--- src/rtl/start_done_ctrl.sv ---
// -----------------------------------------------------------------------------
// start_done_ctrl
//
// Single-transaction command sequencer. A command word is accepted through an
// input valid/ready handshake and a one-cycle `start` pulse is issued in the
// same cycle. Exactly LATENCY cycles after the start cycle, a one-cycle `done`
// pulse is issued, and the captured word is presented on an output
// valid/ready handshake. The result is held until the downstream side
// accepts it.
//
// Parameters:
//   DATA_W   - command/result word width
//   LATENCY  - cycles from the start-high cycle to the done-high cycle (1..15)
//
// Ports:
//   clk        - clock, all logic on posedge
//   rst        - synchronous active-high reset
//   in_valid   - command present
//   in_ready   - block can accept a command (high only when idle)
//   in_data    - command word
//   start      - one-cycle pulse, first cycle of a transaction
//   done       - one-cycle pulse, LATENCY cycles after start
//   out_valid  - result available (done cycle and every held cycle)
//   out_ready  - downstream accepts the result
//   out_data   - captured command word of the current transaction
//   out_tag    - 4-bit sequence number, +1 per accepted command, wraps
//   busy       - high in every state except idle
//   txn_cnt    - count of completed output handshakes, wraps at 256
// -----------------------------------------------------------------------------
module start_done_ctrl #(
  parameter int DATA_W  = 8,
  parameter int LATENCY = 2
) (
  input  logic              clk,
  input  logic              rst,
  input  logic              in_valid,
  output logic              in_ready,
  input  logic [DATA_W-1:0] in_data,
  output logic              start,
  output logic              done,
  output logic              out_valid,
  input  logic              out_ready,
  output logic [DATA_W-1:0] out_data,
  output logic [3:0]        out_tag,
  output logic              busy,
  output logic [7:0]        txn_cnt
);

  localparam logic [2:0] IDLE  = 3'd0;
  localparam logic [2:0] START = 3'd1;
  localparam logic [2:0] WAIT  = 3'd2;
  localparam logic [2:0] DONE  = 3'd3;
  localparam logic [2:0] HOLD  = 3'd4;

  // The counter is loaded with LATENCY-1 on acceptance; it is examined in the
  // start cycle and in every wait cycle, so done lands LATENCY cycles later.
  localparam logic [3:0] CNT_LOAD = 4'(LATENCY - 1);

  logic [2:0] state;
  logic [2:0] state_nxt;
  logic [3:0] cnt;
  logic [3:0] cnt_nxt;
  logic       accept;
  logic       handshake;

  always_comb begin
    // NOTE: every variable gets a default before the case so that no path
    // leaves it unassigned; otherwise synthesis infers a latch.
    state_nxt = state;
    cnt_nxt   = cnt;
    accept    = 1'b0;
    handshake = 1'b0;
    case (state)
      IDLE: begin
        if (in_valid) begin
          accept    = 1'b1;
          cnt_nxt   = CNT_LOAD;
          state_nxt = START;
        end
      end
      START, WAIT: begin
        if (cnt == 4'd0) begin
          state_nxt = DONE;
        end else begin
          cnt_nxt   = cnt - 4'd1;
          state_nxt = WAIT;
        end
      end
      DONE: begin
        if (out_ready) begin
          handshake = 1'b1;
          state_nxt = IDLE;
        end else begin
          state_nxt = HOLD;
        end
      end
      HOLD: begin
        if (out_ready) begin
          handshake = 1'b1;
          state_nxt = IDLE;
        end
      end
      default: state_nxt = IDLE;
    endcase
  end

  // Outputs are registered by decoding the next state, so each flag is valid
  // in the same cycle the FSM enters the corresponding state. DONE is never
  // re-entered from itself, which keeps done to a single cycle, and START and
  // DONE are distinct states, so start and done can never coincide.
  always_ff @(posedge clk) begin
    if (rst) begin
      state     <= IDLE;
      cnt       <= 4'd0;
      in_ready  <= 1'b1;
      start     <= 1'b0;
      done      <= 1'b0;
      out_valid <= 1'b0;
      busy      <= 1'b0;
      out_data  <= '0;
      out_tag   <= 4'd0;
      txn_cnt   <= 8'd0;
    end else begin
      // NOTE: non-blocking assignments so every register samples pre-edge
      // values; blocking here would create order-dependent simulation races.
      state     <= state_nxt;
      cnt       <= cnt_nxt;
      in_ready  <= (state_nxt == IDLE);
      start     <= (state_nxt == START);
      done      <= (state_nxt == DONE);
      out_valid <= (state_nxt == DONE) || (state_nxt == HOLD);
      busy      <= (state_nxt != IDLE);
      if (accept) begin
        out_data <= in_data;
        out_tag  <= out_tag + 4'd1;
      end
      if (handshake) begin
        txn_cnt <= txn_cnt + 8'd1;
      end
    end
  end

endmodule

--- config.mk ---
export PLATFORM = sky130hd
export DESIGN_NAME = start_done_ctrl
export DESIGN_NICKNAME = d
export VERILOG_FILES = /design/src/rtl/start_done_ctrl.sv
export SDC_FILE = /design/constraint.sdc
export NUM_CORES = 1
export LEC_CHECK = 0
export BUFFER_PORTS_ARGS = -buffer_cell sky130_fd_sc_hd__buf_2
export CAP_MARGIN = 20
export CORE_MARGIN = 5
export CORE_UTILIZATION = 45
export CTS_CLUSTER_DIAMETER = 120
export DETAILED_ROUTE_END_ITERATION = 10
export PLACE_DENSITY = 0.7
export REMOVE_ABC_BUFFERS = 1
export SLEW_MARGIN = 20
export SYNTH_ARGS = -nofsm -noshare
export SYNTH_HDL_FRONTEND = slang
export SYNTH_SLANG_ARGS = --single-unit
--- constraint.sdc ---
create_clock -name clk -period 2.6 [get_ports clk]
set_input_delay 0.39 -clock clk [delete_from_list [all_inputs] [get_ports clk]]
set_output_delay 0.39 -clock clk [all_outputs]
set_load 0.005 [all_outputs]
==> flow_metrics.tcl, run 1 <==
set metrics [dict create \
    cp-start-kind "flip-flop" \
    hold_viol 0 \
    crit_arrival_ns 2.01 \
    hold-worst-slack_ns 0.285 \
    design_area_sq_um 1620 \
    row_count 19 \
    post_cts_resize_count 0 \
    cp.required_ns 2.81 \
    syn_area_sq_um 1350 \
    grt_pass1_wl_mm 4.59 \
    io_pins 37 \
    dr.first_iter.drc_count 69 \
    clock-root-buffer "clkbuf_4" \
    cp_max_fo 14 \
    stdcell_count 217 \
    regArea_sq_um 641 \
    worstSetupPathType "flip-flop to flip-flop" \
    synth_seq_cells 32 \
    viasPerCell 5.19 \
    dp_slack_ns 0.791 \
    synth_cell_types 34 \
    first_pass_iters 4 \
    numCtsBuffers 5 \
    cellPowerDensity_nw_per_um2 972 \
    cts.htree.levels 2 \
    ys_warn_count 0 \
    synth_cells 150 \
    layout.nets 201 \
    clk_pin_slew_ns 0.10 \
    peakVddDrop_mv 0.511 \
    power_leakage_nw 0.707 \
    synth_area_per_cell_sq_um 8.99 \
    min_to "out_data[6]$_SDFFE_PP0P_" \
    hold_start "in_data[6]" \
    clock_sinks 32 \
    syn2layout_area_growth_pct 20.3 \
    yosysSeqAreaShare 0.475 \
    placedCellCount 209 \
    final_cell_mix "36 x buf_2, 32 x dfxtp_1, 24 x nand2_1" \
    ant_nets 0 \
    gp_congestion 0.734 \
    status "finished, final reports clean" \
    ctsHoldBuffers 0 \
    async_flop_share 0 \
    r2r_slack_ns 0.80 \
    holdCritPathClass "primary input to flip-flop" \
    dpl_cell_area_sq_um 1530 \
    post_cts_buffers 0 \
    critPathCaptureType "flip-flop" \
    grt_max_degree 31 \
    holdPathStages 3 \
    cts_tree "done" \
    routedWlPerCell_microns 12.3 \
    dpl.hpwl_mm 1.96 \
    vias 1126 \
    worst_slew_pin_slew_ns 0.624 \
    cts_buffer_depth 2 \
    final_core_util 0.579 \
    final_common_cell "buf_2" \
    slew_headroom 0.582 \
    cap_viol_max_count 0 \
    r2r_cells 5 \
    n_antenna_cell 0 \
    coreArea_sq_um 2810 \
    portBuffers 36 \
    grt_pass1_vias 1053 \
    grt_usage 0.142 \
    start_util 0.481 \
    ys.flop_type "dfxtp_1" \
    setup_viol_count_final 0 \
    synth_top_area_cell "dfxtp_1" \
    clk_latency_ns 0.33 \
    die-area_sq_um 4190 \
    wirelength_mm 2.67 \
    min_period_ns 1.80 \
    fmax_mhz 556 \
    rsz0062_at_grt "no" \
    setup_tns_ns 0 \
    synth_edf_count 0 \
    die_y_microns 64.7 \
    drc 0 \
    drive_gt1_frac 0.258 \
    worst_r2r_endpoint "out_tag[3]$_SDFFE_PP0P_" \
    slew_violations 0 \
    synth_top_area_frac 0.475 \
    fillers 259 \
    fin_ws_ns 0.800 \
    timing.rr.start "state[2]$_SDFF_PP0_" \
    synthTopCellsByArea "dfxtp_1 47%, nand2_1 6.7%, a21oi_1 4.8%" \
    min_period_over_period 0.692 \
    multi_input_area_sq_um 646 \
    total_power_mw 1.58 \
    gr-total-overflow 0 \
    skew_ns 0.00547 \
    antenna_found_initial 0 \
    die_w_microns 64.7 \
]
-- critical path, cell delays in order, from the launching register on --
cell,delay (ns)
dfxtp_1,0.46
nor4b_4,0.66
buf_4,0.26
nand4_1,0.11
xor2_1,0.14
nor2_1,0.05
-- routing by layer --
layer,global-route usage,share of wire,vias to the layer above
met3,0.0656,0.061,4
met1,0.152,0.43,517
met5,0,0,-
li1,-,-,579
met2,0.240,0.50,26
met4,0.0580,0.012,0
-- sequential cells by signal, summed over array words and instances (netlist names) --
name / cells
state: 3
start: 1
out_data: 8
in_ready: 1
busy: 1
cnt: 4
out_tag: 4
done: 1
txn_cnt: 8
out_valid: 1
-- worst max-delay path by stage --
stage	start	end
2_1_floorplan	state[2]$_SDFF_PP0_	txn_cnt[5]$_SDFFE_PP0P_
3_3_place_gp	state[2]$_SDFF_PP0_	out_tag[3]$_SDFFE_PP0P_
3_5_place_dp	state[2]$_SDFF_PP0_	out_tag[3]$_SDFFE_PP0P_
4_1_cts	state[2]$_SDFF_PP0_	out_tag[3]$_SDFFE_PP0P_
5_1_grt	state[2]$_SDFF_PP0_	out_tag[3]$_SDFFE_PP0P_
6_report	state[2]$_SDFF_PP0_	out_tag[3]$_SDFFE_PP0P_
-- cells by family after synthesis --
kind of cell	Yosys count	synth area share
DFF	32	0.475
muxes	1	0.00742
buffers and inverters	13	0.0464
and+or+nand+nor	64	0.250
adders and majority gates	4	0.0371
xor gates and xnor gates	12	0.0779
AOI/OAI and AO/OA	24	0.107
-- cell type report --
| cell class | instances | share of cell area |
|---|---|---|
| Clock inverter | 1 | 0.0185 |
| Clock buffer | 7 | 0.0401 |
| Multi-Input combinational cell | 105 | 0.398 |
| Sequential cell | 32 | 0.395 |
| Inverter | 4 | 0.00925 |
| Tap cell | 31 | 0.0239 |
| Timing Repair Buffer | 37 | 0.116 |
-- power breakdown --
part,internal [mW],switching (mW),total [mW]
registers,0.591,0.0977,0.689
logic,0.213,0.251,0.464
clock network,0.255,0.169,0.425
-- synth_stat cells, types with 3 or more instances --
cell type  number
inv_1           4
ha_1            4
nand4_1         5
nand2_1        24
a211oi_1        3
clkbuf_1        4
a21oi_1        13
nor2_1         14
xnor2_1         7
xor2_1          5
nor3_1          8
dfxtp_1        32
Note: power is estimated with default switching activity, not from simulation.
==> run 2, diff against run 1 <==
==> constraint.sdc (replaced) <==
create_clock -name clk -period 1.7 [get_ports clk]
set_input_delay 0.255 -clock clk [delete_from_list [all_inputs] [get_ports clk]]
set_output_delay 0.255 -clock clk [all_outputs]
set_load 0.005 [all_outputs]
==> flow_metrics.tcl, run 2 (same netlist as run 1, synthesis figures left out) <==
set metrics [dict create \
    cp.buffers_inverters 0 \
    cp-start-kind "flip-flop" \
    slew_violations 0 \
    multi_input_area_sq_um 656 \
    reg_top3 "out_data x8, txn_cnt x8" \
    grt_pass1_wl_mm 4.69 \
    final_cell_mix "36 x buf_2, 30 x dfxtp_1, 24 x nand2_1" \
    wirelength_mm 2.77 \
    layout.nets 205 \
    max_stage_delay_ns 0.51 \
    cp.required_ns 1.98 \
    dpl.hpwl_mm 2.02 \
    hold-worst-slack_ns 0.136 \
    slew_headroom 0.696 \
    cap_viol_max_count 0 \
    antenna_found_initial 0 \
    clock-root-buffer "clkbuf_4" \
    critPathCaptureType "flip-flop" \
    syn2layout_area_growth_pct 22.4 \
    peakVddDrop_mv 0.714 \
    min_period_over_period 0.944 \
    n_antenna_cell 0 \
    dr_wl_met3_microns 177 \
    clock_sinks 32 \
    clk_latency_ns 0.34 \
    cts.htree.levels 2 \
    fmax_mhz 623 \
    die-area_sq_um 4190 \
    cellPowerDensity_nw_per_um2 1460 \
    setup_tns_ns 0 \
    ant_nets 0 \
    setup_viol_count_final 0 \
    clk_pin_slew_ns 0.11 \
    grt_max_degree 23 \
    met2RoutedLength_mm 1.36 \
    gp_congestion 0.839 \
    viasPerCell 5.18 \
    cts_buffer_depth 2 \
    coreArea_sq_um 2810 \
    status "finished, final reports clean" \
    numCtsBuffers 5 \
    io_pins 37 \
    crit_arrival_ns 1.89 \
    grt_usage 0.145 \
    routedWlPerCell_microns 12.5 \
    grt_pass1_vias 1060 \
    holdCritPathClass "primary input to flip-flop" \
    row_count 19 \
    worst_slew_pin_slew_ns 0.453 \
    drc 0 \
    worstSetupPathType "flip-flop to flip-flop" \
    cp_max_fo 9 \
    power_leakage_nw 0.723 \
    ctsHoldBuffers 0 \
    start_util 0.481 \
    fillers 261 \
    hold_viol 0 \
    first_pass_iters 4 \
    die_w_microns 64.7 \
    drt-met1-wl_mm 1.17 \
    dr.first_iter.drc_count 101 \
    gr-total-overflow 0 \
    cp_cell_sequence "nor3b_4 > nor2_1 > or4_1 > a21oi_1" \
    final_common_cell "buf_2" \
    critPathSlowestCell "dfxtp_1" \
    critical_path.top_delay_family "simple AND/OR/NAND/NOR gates" \
    skew_ns 0.0130 \
    rsz0062_at_grt "no" \
    portBuffers 36 \
    die_y_microns 64.7 \
    cts_tree "done" \
    top_layer_used "met4" \
    total_power_mw 2.41 \
    regArea_sq_um 643 \
    drive_gt1_frac 0.295 \
    vias 1144 \
    min_period_ns 1.60 \
]
==> run 2: routing by layer <==
layer | vias up | track usage
met2 | 25 | 0.246
met4 | 0 | 0.0686
met3 | 5 | 0.0656
met5 | - | 0
met1 | 524 | 0.151
li1 | 590 | -
==> run 2: what timing repair did <==
item	in CTS	in global routing
resized for setup	0	4
endpoints found under the hold margin	0	0
endpoints found under the setup margin	0	3
buffers inserted	0	0
==> run 2: tightest hold or removal path, stage by stage <==
cell and delay [ns]:
buf_2 0.09, nand2_1 0.04, a21oi_1 0.05
==> run 2: worst paths after layout <==
check        cells after the start                  endpoint  slack, ns                     start
max                              4   txn_cnt[5]$_SDFFE_PP0P_        0.1       state[2]$_SDFF_PP0_
min                              3  out_data[2]$_SDFFE_PP0P_       0.14                in_data[2]
max reg2reg                      4   txn_cnt[5]$_SDFFE_PP0P_        0.1       state[2]$_SDFF_PP0_
min reg2reg                      2  out_data[6]$_SDFFE_PP0P_       0.46  out_data[6]$_SDFFE_PP0P_
==> run 2: through the flow <==
step,utilization,cell area [sq um],setup slack [ns],std cells
6_report,0.588,1650,0.0952,221
3_3_place_gp,0.555,1560,0.121,213
3_5_place_dp,0.555,1560,0.0654,213
2_1_floorplan,-,1300,0.134,141
4_1_cts,0.584,1640,0.0189,221
5_1_grt,0.588,1650,0.00107,221
==> run 2: area by class of cell <==
cell class / instances / share of cell area
repair buffers: 41 / 0.132
flip-flops and latches: 32 / 0.390
clock inverters: 3 / 0.0258
well taps: 31 / 0.0235
inverters: 4 / 0.00910
multi-input cells: 105 / 0.397
clock buffers: 5 / 0.0227
==> run 2: power by group <==
group	switching, mW	internal, mW
combinational	0.411	0.362
sequential	0.143	0.910
clock	0.275	0.306
total	0.828	1.58
